===== config.mk =====
export PLATFORM = sky130hd
export DESIGN_NAME = rbc_ptr_rx
export DESIGN_NICKNAME = d
export VERILOG_FILES = /design/src/rtl/rbc_ptr_rx_pkg.sv /design/src/rtl/rbc_sync_chain.sv /design/src/rtl/rbc_ptr_rx.sv
export SDC_FILE = /design/constraint.sdc
export NUM_CORES = 1
export LEC_CHECK = 0
export CAP_MARGIN = 20
export CORE_ASPECT_RATIO = 0.8
export CORE_MARGIN = 10
export CORE_UTILIZATION = 47
export DETAILED_ROUTE_END_ITERATION = 10
export GPL_ROUTABILITY_DRIVEN = 0
export GPL_TIMING_DRIVEN = 1
export MAX_ROUTING_LAYER = met4
export PLACE_DENSITY = 0.73
export SYNTH_ARGS = -nofsm -noshare
export SYNTH_HDL_FRONTEND = slang
export SYNTH_SLANG_ARGS = --single-unit

===== constraint.sdc =====
create_clock -name iw_clk -period 2.75 [get_ports iw_clk]
set_input_delay 0.4125 -clock iw_clk [delete_from_list [all_inputs] [get_ports iw_clk]]
set_output_delay 0.4125 -clock iw_clk [all_outputs]
set_load 0.02 [all_outputs]

===== src/rtl/rbc_ptr_rx_pkg.sv =====
// Shared constants for the Gray (RBC) pointer receiver: FSM encoding,
// baseline stability count and step-counter width.
package rbc_ptr_rx_pkg;

  localparam logic [1:0] ST_INIT   = 2'd0;
  localparam logic [1:0] ST_TRACK  = 2'd1;
  localparam logic [1:0] ST_RESYNC = 2'd2;

  // Consecutive unchanged samples required before a pointer is trusted.
  localparam int unsigned STABLE_CYCLES = 2;

  localparam int unsigned STEP_CNT_W = 16;

endpackage


===== src/rtl/rbc_sync_chain.sv =====
// Multi-flop synchroniser for a Gray-coded bus; reusable for any Gray crossing.
module rbc_sync_chain #(
  parameter int unsigned p_WIDTH       = 4,
  parameter int unsigned p_SYNC_STAGES = 2
) (
  input  logic               iw_clk,
  input  logic               iw_rst_n,
  input  logic [p_WIDTH-1:0] iwv_d,
  output logic [p_WIDTH-1:0] owv_q
);

  logic [p_WIDTH-1:0] sync_q [p_SYNC_STAGES];

  // NOTE: every stage of this flop array is reset; a synchroniser must come up
  // with a known value, unlike a data RAM whose contents may stay undefined.
  always_ff @(posedge iw_clk or negedge iw_rst_n) begin
    if (!iw_rst_n) begin
      for (int i = 0; i < int'(p_SYNC_STAGES); i++) sync_q[i] <= '0;
    end else begin
      sync_q[0] <= iwv_d;
      for (int i = 1; i < int'(p_SYNC_STAGES); i++) sync_q[i] <= sync_q[i-1];
    end
  end

  assign owv_q = sync_q[p_SYNC_STAGES-1];

endmodule


===== src/rtl/rbc_ptr_rx.sv =====
// Receiver for a Gray-coded pointer from a foreign clock domain: synchronise,
// decode, police single-bit steps. Optional step counter: RBC_PTR_RX_STEP_CNT_EN.
module rbc_ptr_rx
  import rbc_ptr_rx_pkg::*;
#(
  parameter int unsigned p_WIDTH       = 4,
  parameter int unsigned p_SYNC_STAGES = 2
) (
  input  logic               iw_clk,
  input  logic               iw_rst_n,
  input  logic [p_WIDTH-1:0] iwv_rbc,
  input  logic               iw_clr,
  output logic [p_WIDTH-1:0] owv_bin,
  output logic               ow_ready,
  output logic               ow_step,
  output logic               ow_dir,
  output logic               ow_err,
  output logic               ow_err_sticky
`ifdef RBC_PTR_RX_STEP_CNT_EN
  ,
  output logic [STEP_CNT_W-1:0] owv_step_cnt
`endif
);

  localparam logic [1:0] STAB_LAST = 2'(STABLE_CYCLES - 1);

  logic [p_WIDTH-1:0] g_s, b_s, diff, delta;
  logic               no_chg, one_bit;

  logic [1:0]         state_q, state_d;
  logic [1:0]         stab_q, stab_d;
  logic [p_WIDTH-1:0] g_prev_q, g_prev_d;
  logic [p_WIDTH-1:0] bin_q, bin_d;
  logic               ready_q, ready_d;
  logic               step_q, step_d;
  logic               dir_q, dir_d;
  logic               err_q, err_d;
  logic               sticky_q, sticky_d;

  rbc_sync_chain #(
    .p_WIDTH       (p_WIDTH),
    .p_SYNC_STAGES (p_SYNC_STAGES)
  ) u_sync (
    .iw_clk   (iw_clk),
    .iw_rst_n (iw_rst_n),
    .iwv_d    (iwv_rbc),
    .owv_q    (g_s)
  );

  // Gray decode: each binary bit is the XOR of all Gray bits at or above it.
  always_comb begin
    for (int i = 0; i < int'(p_WIDTH); i++) b_s[i] = ^(g_s >> i);
  end

  assign diff    = g_s ^ g_prev_q;
  assign no_chg  = (diff == '0);
  assign one_bit = $onehot(diff);
  assign delta   = b_s - bin_q;

  // NOTE: every next-state variable gets a default first, so no path through
  // the case leaves one unassigned and no latch is inferred.
  always_comb begin
    state_d  = state_q;
    stab_d   = stab_q;
    g_prev_d = g_prev_q;
    bin_d    = bin_q;
    ready_d  = ready_q;
    step_d   = 1'b0;
    dir_d    = dir_q;
    err_d    = 1'b0;
    case (state_q)
      ST_TRACK: begin
        if (one_bit) begin
          bin_d    = b_s;
          g_prev_d = g_s;
          step_d   = 1'b1;
          dir_d    = (delta == p_WIDTH'(1));
        end else if (!no_chg) begin
          err_d    = 1'b1;
          ready_d  = 1'b0;
          g_prev_d = g_s;
          stab_d   = '0;
          state_d  = ST_RESYNC;
        end
      end
      default: begin
        // INIT and RESYNC: follow the input until it has held still long enough.
        g_prev_d = g_s;
        if (!no_chg) begin
          stab_d = '0;
        end else if (stab_q == STAB_LAST) begin
          stab_d  = '0;
          bin_d   = b_s;
          ready_d = 1'b1;
          state_d = ST_TRACK;
        end else begin
          stab_d = stab_q + 2'd1;
        end
      end
    endcase
    // A new error outranks a simultaneous clear.
    sticky_d = err_d | (sticky_q & ~iw_clr);
  end

  // NOTE: sequential state uses non-blocking assignments only, so every flop
  // samples the pre-edge values regardless of statement order.
  always_ff @(posedge iw_clk or negedge iw_rst_n) begin
    if (!iw_rst_n) begin
      state_q  <= ST_INIT;
      stab_q   <= '0;
      g_prev_q <= '0;
      bin_q    <= '0;
      ready_q  <= 1'b0;
      step_q   <= 1'b0;
      dir_q    <= 1'b0;
      err_q    <= 1'b0;
      sticky_q <= 1'b0;
    end else begin
      state_q  <= state_d;
      stab_q   <= stab_d;
      g_prev_q <= g_prev_d;
      bin_q    <= bin_d;
      ready_q  <= ready_d;
      step_q   <= step_d;
      dir_q    <= dir_d;
      err_q    <= err_d;
      sticky_q <= sticky_d;
    end
  end

  assign owv_bin       = bin_q;
  assign ow_ready      = ready_q;
  assign ow_step       = step_q;
  assign ow_dir        = dir_q;
  assign ow_err        = err_q;
  assign ow_err_sticky = sticky_q;

`ifdef RBC_PTR_RX_STEP_CNT_EN
  logic [STEP_CNT_W-1:0] cnt_q, cnt_d;

  // Clear wins over the count, but a step in the clearing cycle still counts.
  always_comb begin
    cnt_d = cnt_q;
    if (iw_clr)                       cnt_d = step_d ? STEP_CNT_W'(1) : '0;
    else if (step_d && cnt_q != '1)   cnt_d = cnt_q + STEP_CNT_W'(1);
  end

  always_ff @(posedge iw_clk or negedge iw_rst_n) begin
    if (!iw_rst_n) cnt_q <= '0;
    else           cnt_q <= cnt_d;
  end

  assign owv_step_cnt = cnt_q;
`endif

endmodule


==> flow_summary.yaml, run 1 <==
clock_network:
  cts_hold_buf: 0
  cts_sinks: 24
  clockBufferDepth: 2
  clock_latency_ps: 320
  cts_max_level: 1
  cts_tree: "built"
  clk_pin_slew_ps: 130
  root_buffer: "clkbuf_4"
  cts_buffers: 3
setup_path:
  cp-start-kind: "register"
  crit_arrival_ps: 3030
  reg2reg_from: "g_prev_q[0]$_DFFE_PN0P_"
  r2r_cells: 8
  crit_path_end_kind: "register"
  worstSetupPathType: "reg2reg"
  r2r_end: "owv_bin[2]$_DFFE_PN0P_"
  cp_max_fo: 4
  crit_required_ps: 2960
  rrSetupSlack_ps: -70
global_routing:
  grtUsageTotal_pct: 9.635
  grt-ovfl-total: 0
  antenna_found_initial: 0
  grt_max_degree: 25
  grt_pass1_vias: 767
  grt_pass1_wl_um: 3567
synth:
  synthCells: 90
  syn_area_per_cell_um2: 12.55
  synth_cell_types: 28
  synthesis.nets: 107
  ys_ff_latch: 24
  ys_seq_area_share_pct: 53.16
  ys_warn_count: 0
  netlist_area_um2: 1130
die:
  ios: 16
  fp.dieW_um: 74.82
  core_area_um2: 2215
  die_h_um: 63.86
  initial_core_util_pct: 51.02
  die_area_um2: 4777
  core.rowCount: 15
timing:
  rsz0062_at_grt: "true"
  finClkSkew_ps: 8.363
  max_slew.worst_pin.slew_ps: 292.8
  setup_ws_ps: -66.29
  setup_violations: 4
  max_freq_ghz: 0.3551
  setup_tns_ps: -205.9
  hold_viol_final: 0
  slew_headroom_pct: 80.48
  slew_viol_final: 0
  fin_crit_sh_pct: 102.4
  finalCriticalPeriod_ps: 2816
routing:
  avgViaCountPerCell: 4.927
  firstDrtPassIters: 4
  drt-total-wl_um: 2106
  route.vias.total: 739
  drc: 0
  wire_per_inst_um: 14.04
  antenna_left: 0
  drt-initial-drc-count: 21
cells_and_area:
  stdcell_area_um2: 1546
  drive_above_1_share_pct: 32.80
  area_delta_synth_final_pct: 36.88
  register_area_um2: 600.6
  final_common_cell: "dfrtp_1"
  final_cell_mix: "dfrtp_1 (24), buf_4 (18), clkdlybuf4s50_1 (15)"
  fillCellCount: 156
  multi_input_area_um2: 528.0
  fin_cells: 150
  antenna_cells: 0
  final_util_pct: 69.83
  nets: 143
power:
  ir_worst_vdd_mv: 0.4108
  seqPwrFrac_pct: 35.5
  switching_share_pct: 33.63
  p_sw_uw: 450.8
  powerDensity_nw_per_um2: 866.6
  p_comb_share_pct: 45.6
  internal-power_uw: 889.5
  p_clk_share_pct: 18.8
  cellLeakagePower_uw: 0.0007307
run_status:
  violations: "setup timing"
  status: "finished, violations left"
min_path:
  min_to: "u_sync.owv_q[1]$_DFF_PN0_"
  hold_depth: 0
  hold_path_class: "reg2reg"
  min_from: "u_sync.sync_q[5]$_DFF_PN0_"
placed_design:
  place_area_um2: 1366
  portBuffers: 15
  place_inst: 137
  dp_worst_setup_slack_ps: -57.80
  place_hpwl_um: 1425
job:
  cap_violations: 0
[cell usage after synthesis]
cell           count  area [um2]
o22ai_1            1       6.260
and3_4             1       11.26
a21oi_1            2       10.01
mux2_2             2       22.52
fa_1               2       40.04
o31a_1             1       8.760
a211o_1            1       8.760
clkbuf_1           1       3.750
dlygate4sd1_1      1       8.760
o31ai_1            1       7.510
inv_1             12       45.04
or3b_4             1       11.26
a31oi_1            2       12.51
inv_2              1       3.750
xor2_2             2       32.53
xnor2_1            5       43.79
nor3_1             2       10.01
o41ai_1            1       8.760
nand3b_1           1       7.510
ha_1               8       100.1
mux2i_1            1       10.01
nor2_1             3       11.26
xor2_1             3       26.28
nand2b_4           1       13.76
nand2_1            3       11.26
mux2_1             3       33.78
o21ai_0            4       20.02
dfrtp_1           24       600.6
[routing by layer]
metal	GRT usage, %	wire length (um)	vias to the layer above
li1	-	-	366
met1	10.60	908	357
met2	15.64	1087	16
met5	-	0	-
met3	4.321	111	0
met4	2.123	0	0
[repair_timing]
item	CTS	global route
pin swaps	6	5
setup buffers	8	1
endpoints found under the hold margin	0	0
resized for setup	7	4
endpoints found under the setup margin	4	8
[through the flow]
stage               total power, uW  hold slack [ps]
finish                         1340            362.0
global route                   1433            378.0
CTS                            1333            364.4
detailed placement             1020            334.7
global placement               1007            333.6
floorplan                     801.9            116.9
[state kept, by name (all words and copies together), names as in the netlist]
register	count
u_sync.sync_q	4
u_sync.owv_q	4
ow_err	1
ow_step	1
state_q	2
owv_bin	4
ow_err_sticky	1
ow_dir	1
stab_q	2
g_prev_q	4
[power by group through the flow]
stage,logic [uW],clock network (uW),registers (uW)
after floorplan,255,0,547
after global placement,528,0,479
after detailed placement,539,0,482
after CTS,599,258,476
after global routing,669,276,488
final,611,252,476
[cells by family (layout without fill, tap and decap cells)]
| logic type | count (synthesis) | after routing | share of synthesized area [%] |
|---|---|---|---|
| AO/OA/AOI/OAI | 13 | 13 | 7.310 |
| XOR/XNOR | 10 | 10 | 9.081 |
| adder cells (fa/ha/maj) | 10 | 10 | 12.40 |
| buffers and inverters | 15 | 50 | 5.426 |
| flip-flops | 24 | 24 | 53.16 |
| multiplexers | 6 | 6 | 5.869 |
| AND/OR/NAND/NOR | 12 | 12 | 6.755 |
[final cells by class]
class                           instances  area share, %
Clock buffer                            3          1.456
Clock inverter                          1          1.942
Inverter                               13          3.155
Multi-Input combinational cell         51          34.14
Sequential cell                        24          38.84
Tap cell                               25          2.023
Timing Repair Buffer                   33          18.45
[worst max path at each step]
stage | from | end | slack, ps | depth (start not counted)
after global placement | g_prev_q[0]$_DFFE_PN0P_ | owv_bin[3]$_DFFE_PN0P_ | 20 | 8
after CTS | u_sync.owv_q[3]$_DFF_PN0_ | owv_bin[2]$_DFFE_PN0P_ | -10 | 8
after detailed placement | g_prev_q[0]$_DFFE_PN0P_ | owv_bin[2]$_DFFE_PN0P_ | -60 | 8
after floorplan | u_sync.owv_q[0]$_DFF_PN0_ | owv_bin[3]$_DFFE_PN0P_ | 4 | 8
after global routing | g_prev_q[0]$_DFFE_PN0P_ | owv_bin[2]$_DFFE_PN0P_ | -140 | 8
final | g_prev_q[0]$_DFFE_PN0P_ | owv_bin[2]$_DFFE_PN0P_ | -70 | 8
[critical path, cell delays in order, from the launching register on]
cell     delay (ps)
dfrtp_1         440
xnor2_2         210
inv_2            60
fa_1            560
ha_2            200
ha_4            190
or3b_4          370
a211o_4         370
mux2_4          300
(Power assumes the default switching activity.)
==> run 2, diff against run 1 <==
Settings changed: CAP_MARGIN 20 to unset.
==> results of run 2 <==
The final DEF is identical to that of run 1; final timing and power are the same.
==> run 3, diff against run 2 <==
Settings changed: CORE_UTILIZATION 47 to 48, PLACE_DENSITY 0.73 to 0.74, SYNTH_HIERARCHICAL set to 1.
==> flow_summary.yaml, run 3 <==
run_status:
  status: "complete, no violations"
synth:
  ys_top_cells_by_count: "dfrtp_1 (24), inv_1 (13), ha_1 (8), xnor2_1 (6)"
  syn_area_per_cell_um2: 12.46
  ys_seq_area_share_pct: 51.28
  netlist_area_um2: 1171
  synth_top_area_cell: "dfrtp_1"
  ys_warn_count: 6
  synth_cell_types: 33
  ys_ff_latch: 24
  ys_async_sr_fraction_pct: 100.0
  synth_top_cell_area_share_pct: 51.28
  synth-edff-count: 0
  synthCells: 94
  synth-main-ff-cell: "dfrtp_1"
  synthesis.nets: 111
  synth.most_common_cell: "dfrtp_1"
  synth_area_leaders: "dfrtp_1 (51%), ha_1 (8.5%), xnor2_1 (4.5%)"
routing:
  drc: 0
  avgViaCountPerCell: 5.043
  wire_per_inst_um: 13.60
  drt-total-wl_um: 1918
  firstDrtPassIters: 4
  drt-initial-drc-count: 29
  antenna_left: 0
  route.vias.total: 711
cells_and_area:
  nets: 134
  antenna_cells: 0
  final_common_cell: "dfrtp_1"
  area_delta_synth_final_pct: 24.68
  drive_above_1_share_pct: 22.41
  fillCellCount: 170
  stdcell_area_um2: 1460
  fin_cells: 141
  final_cell_mix: "dfrtp_1 (24), clkdlybuf4s50_1 (15), inv_1 (13)"
  final_util_pct: 65.38
setup_path:
  path_delay_family: "adder cells"
  crit_required_ps: 2960
  r2r_cells: 9
  cp_cell_sequence: "xnor2_2 > inv_1 > fa_1 > ha_1 > ha_1 > nor3b_2 > nand2_2 > a21oi_4 > mux2_1"
  max_stage_delay_ps: 470
  crit_top_cell: "ha_1"
  cp-start-kind: "register"
  crit_slowest_cell: "fa_1"
  worstSetupPathType: "reg2reg"
  crit_path_end_kind: "register"
  rrSetupSlack_ps: 70
  cp_max_fo: 4
  path_buf_inv: 1
  r2r_end: "owv_bin[3]$_DFFE_PN0P_"
  reg2reg_from: "u_sync/owv_q[0]$_DFF_PN0_"
  crit_arrival_ps: 2890
clock_network:
  cts_buffers: 3
  clk_pin_slew_ps: 130
  cts_hold_buf: 0
  cts_tree: "built"
  clockBufferDepth: 2
  cts_sinks: 24
  cts_max_level: 1
  clock_latency_ps: 310
  root_buffer: "clkbuf_4"
global_routing:
  grt_pass1_vias: 737
  grt_pass1_wl_um: 3284
  antenna_found_initial: 0
  grt-ovfl-total: 0
  grt_max_degree: 25
  grtUsageTotal_pct: 8.951
timing:
  setup_violations: 0
  finalCriticalPeriod_ps: 2680
  hold_viol_final: 0
  slew_viol_final: 0
  finClkSkew_ps: 7.930
  fin_crit_sh_pct: 97.46
  max_slew.worst_pin.slew_ps: 366.0
  max_freq_ghz: 0.3731
  slew_headroom_pct: 75.51
die:
  die_area_um2: 4828
  core.rowCount: 15
  die_h_um: 64.18
  core_area_um2: 2233
  initial_core_util_pct: 52.44
  fp.dieW_um: 75.23
  ios: 16
power:
  powerDensity_nw_per_um2: 904.5
  cellLeakagePower_uw: 0.0006930
  ir_worst_vdd_mv: 0.4029
job:
  cap_violations: 0
min_path:
  min_from: "u_sync/sync_q[4]$_DFF_PN0_"
  min_to: "u_sync/owv_q[0]$_DFF_PN0_"
  hold_path_class: "reg2reg"
  hold_depth: 0
placed_design:
  place_area_um2: 1360
  portBuffers: 15
  place_inst: 134
  place_hpwl_um: 1497
run 3: changes by cell type in the layout (fill, tap and decap cells not counted), sizes merged, moves of 2 or more:
cell	change
buf	-9
o21ai	-3
nand3	+2
nor2	-2
run 3: how the worst max path moves through the flow:
stage | slack [ps] | cells after the start | startpoint | to
finish | 70 | 9 | u_sync/owv_q[0]$_DFF_PN0_ | owv_bin[3]$_DFFE_PN0P_
global placement | 160 | 9 | u_sync/owv_q[0]$_DFF_PN0_ | owv_bin[1]$_DFFE_PN0P_
floorplan | 10 | 10 | u_sync/owv_q[3]$_DFF_PN0_ | owv_bin[1]$_DFFE_PN0P_
global route | -60 | 9 | u_sync/owv_q[0]$_DFF_PN0_ | owv_bin[3]$_DFFE_PN0P_
CTS | 20 | 9 | u_sync/owv_q[0]$_DFF_PN0_ | owv_bin[1]$_DFFE_PN0P_
detailed placement | 40 | 9 | u_sync/owv_q[0]$_DFF_PN0_ | owv_bin[1]$_DFFE_PN0P_
run 3: cell type report:
class,instances,area [um2],area share [%]
Timing Repair Buffer,24,217.7,14.91
Inverter,14,52.55,3.599
Clock inverter,1,30.03,2.057
Sequential cell,24,600.6,41.13
Tap cell,25,31.28,2.142
Multi-Input combinational cell,50,505.5,34.62
Clock buffer,3,22.52,1.542
run 3: timing repair:
item | CTS | global route
setup buffers | 0 | 3
setup endpoints to repair | 0 | 4
resized for setup | 0 | 5
run 3: kinds of logic after synthesis:
logic type,Yosys count,share of synthesized area [%]
DFF,24,51.28
buffers and inverters,20,7.693
and+or+nand+nor,12,7.051
AOI/OAI and AO/OA,11,7.479
xor gates and xnor gates,11,8.868
adders and majority gates,10,11.97
muxes,6,5.662
run 3: per-stage QoR:
stage / hold WS [ps] / TNS, ps / power (uW) / worst slack (ps)
floorplan: 116.9 / 0 / 835.6 / 9.951
global placement: 333.9 / 0 / 1034 / 157.2
detailed placement: 338.7 / 0 / 1053 / 44.58
CTS: 368.8 / 0 / 1310 / 23.64
global route: 383.6 / -204.8 / 1413 / -60.29
finish: 364.2 / 0 / 1321 / 69.87
run 3: metal layers:
layer,global-route usage (%),routed length (um),part of all wire (%)
met3,3.241,47,2.5
met4,1.389,0,0
met5,-,0,0
met1,10.25,912,48
met2,14.87,958,50
run 3: where the power goes:
part	internal (uW)	leakage, uW	switching, uW	total (uW)
sequential	428	0.000296	54.0	483
clock	147	0.0000279	102	249
combinational	294	0.000369	295	589
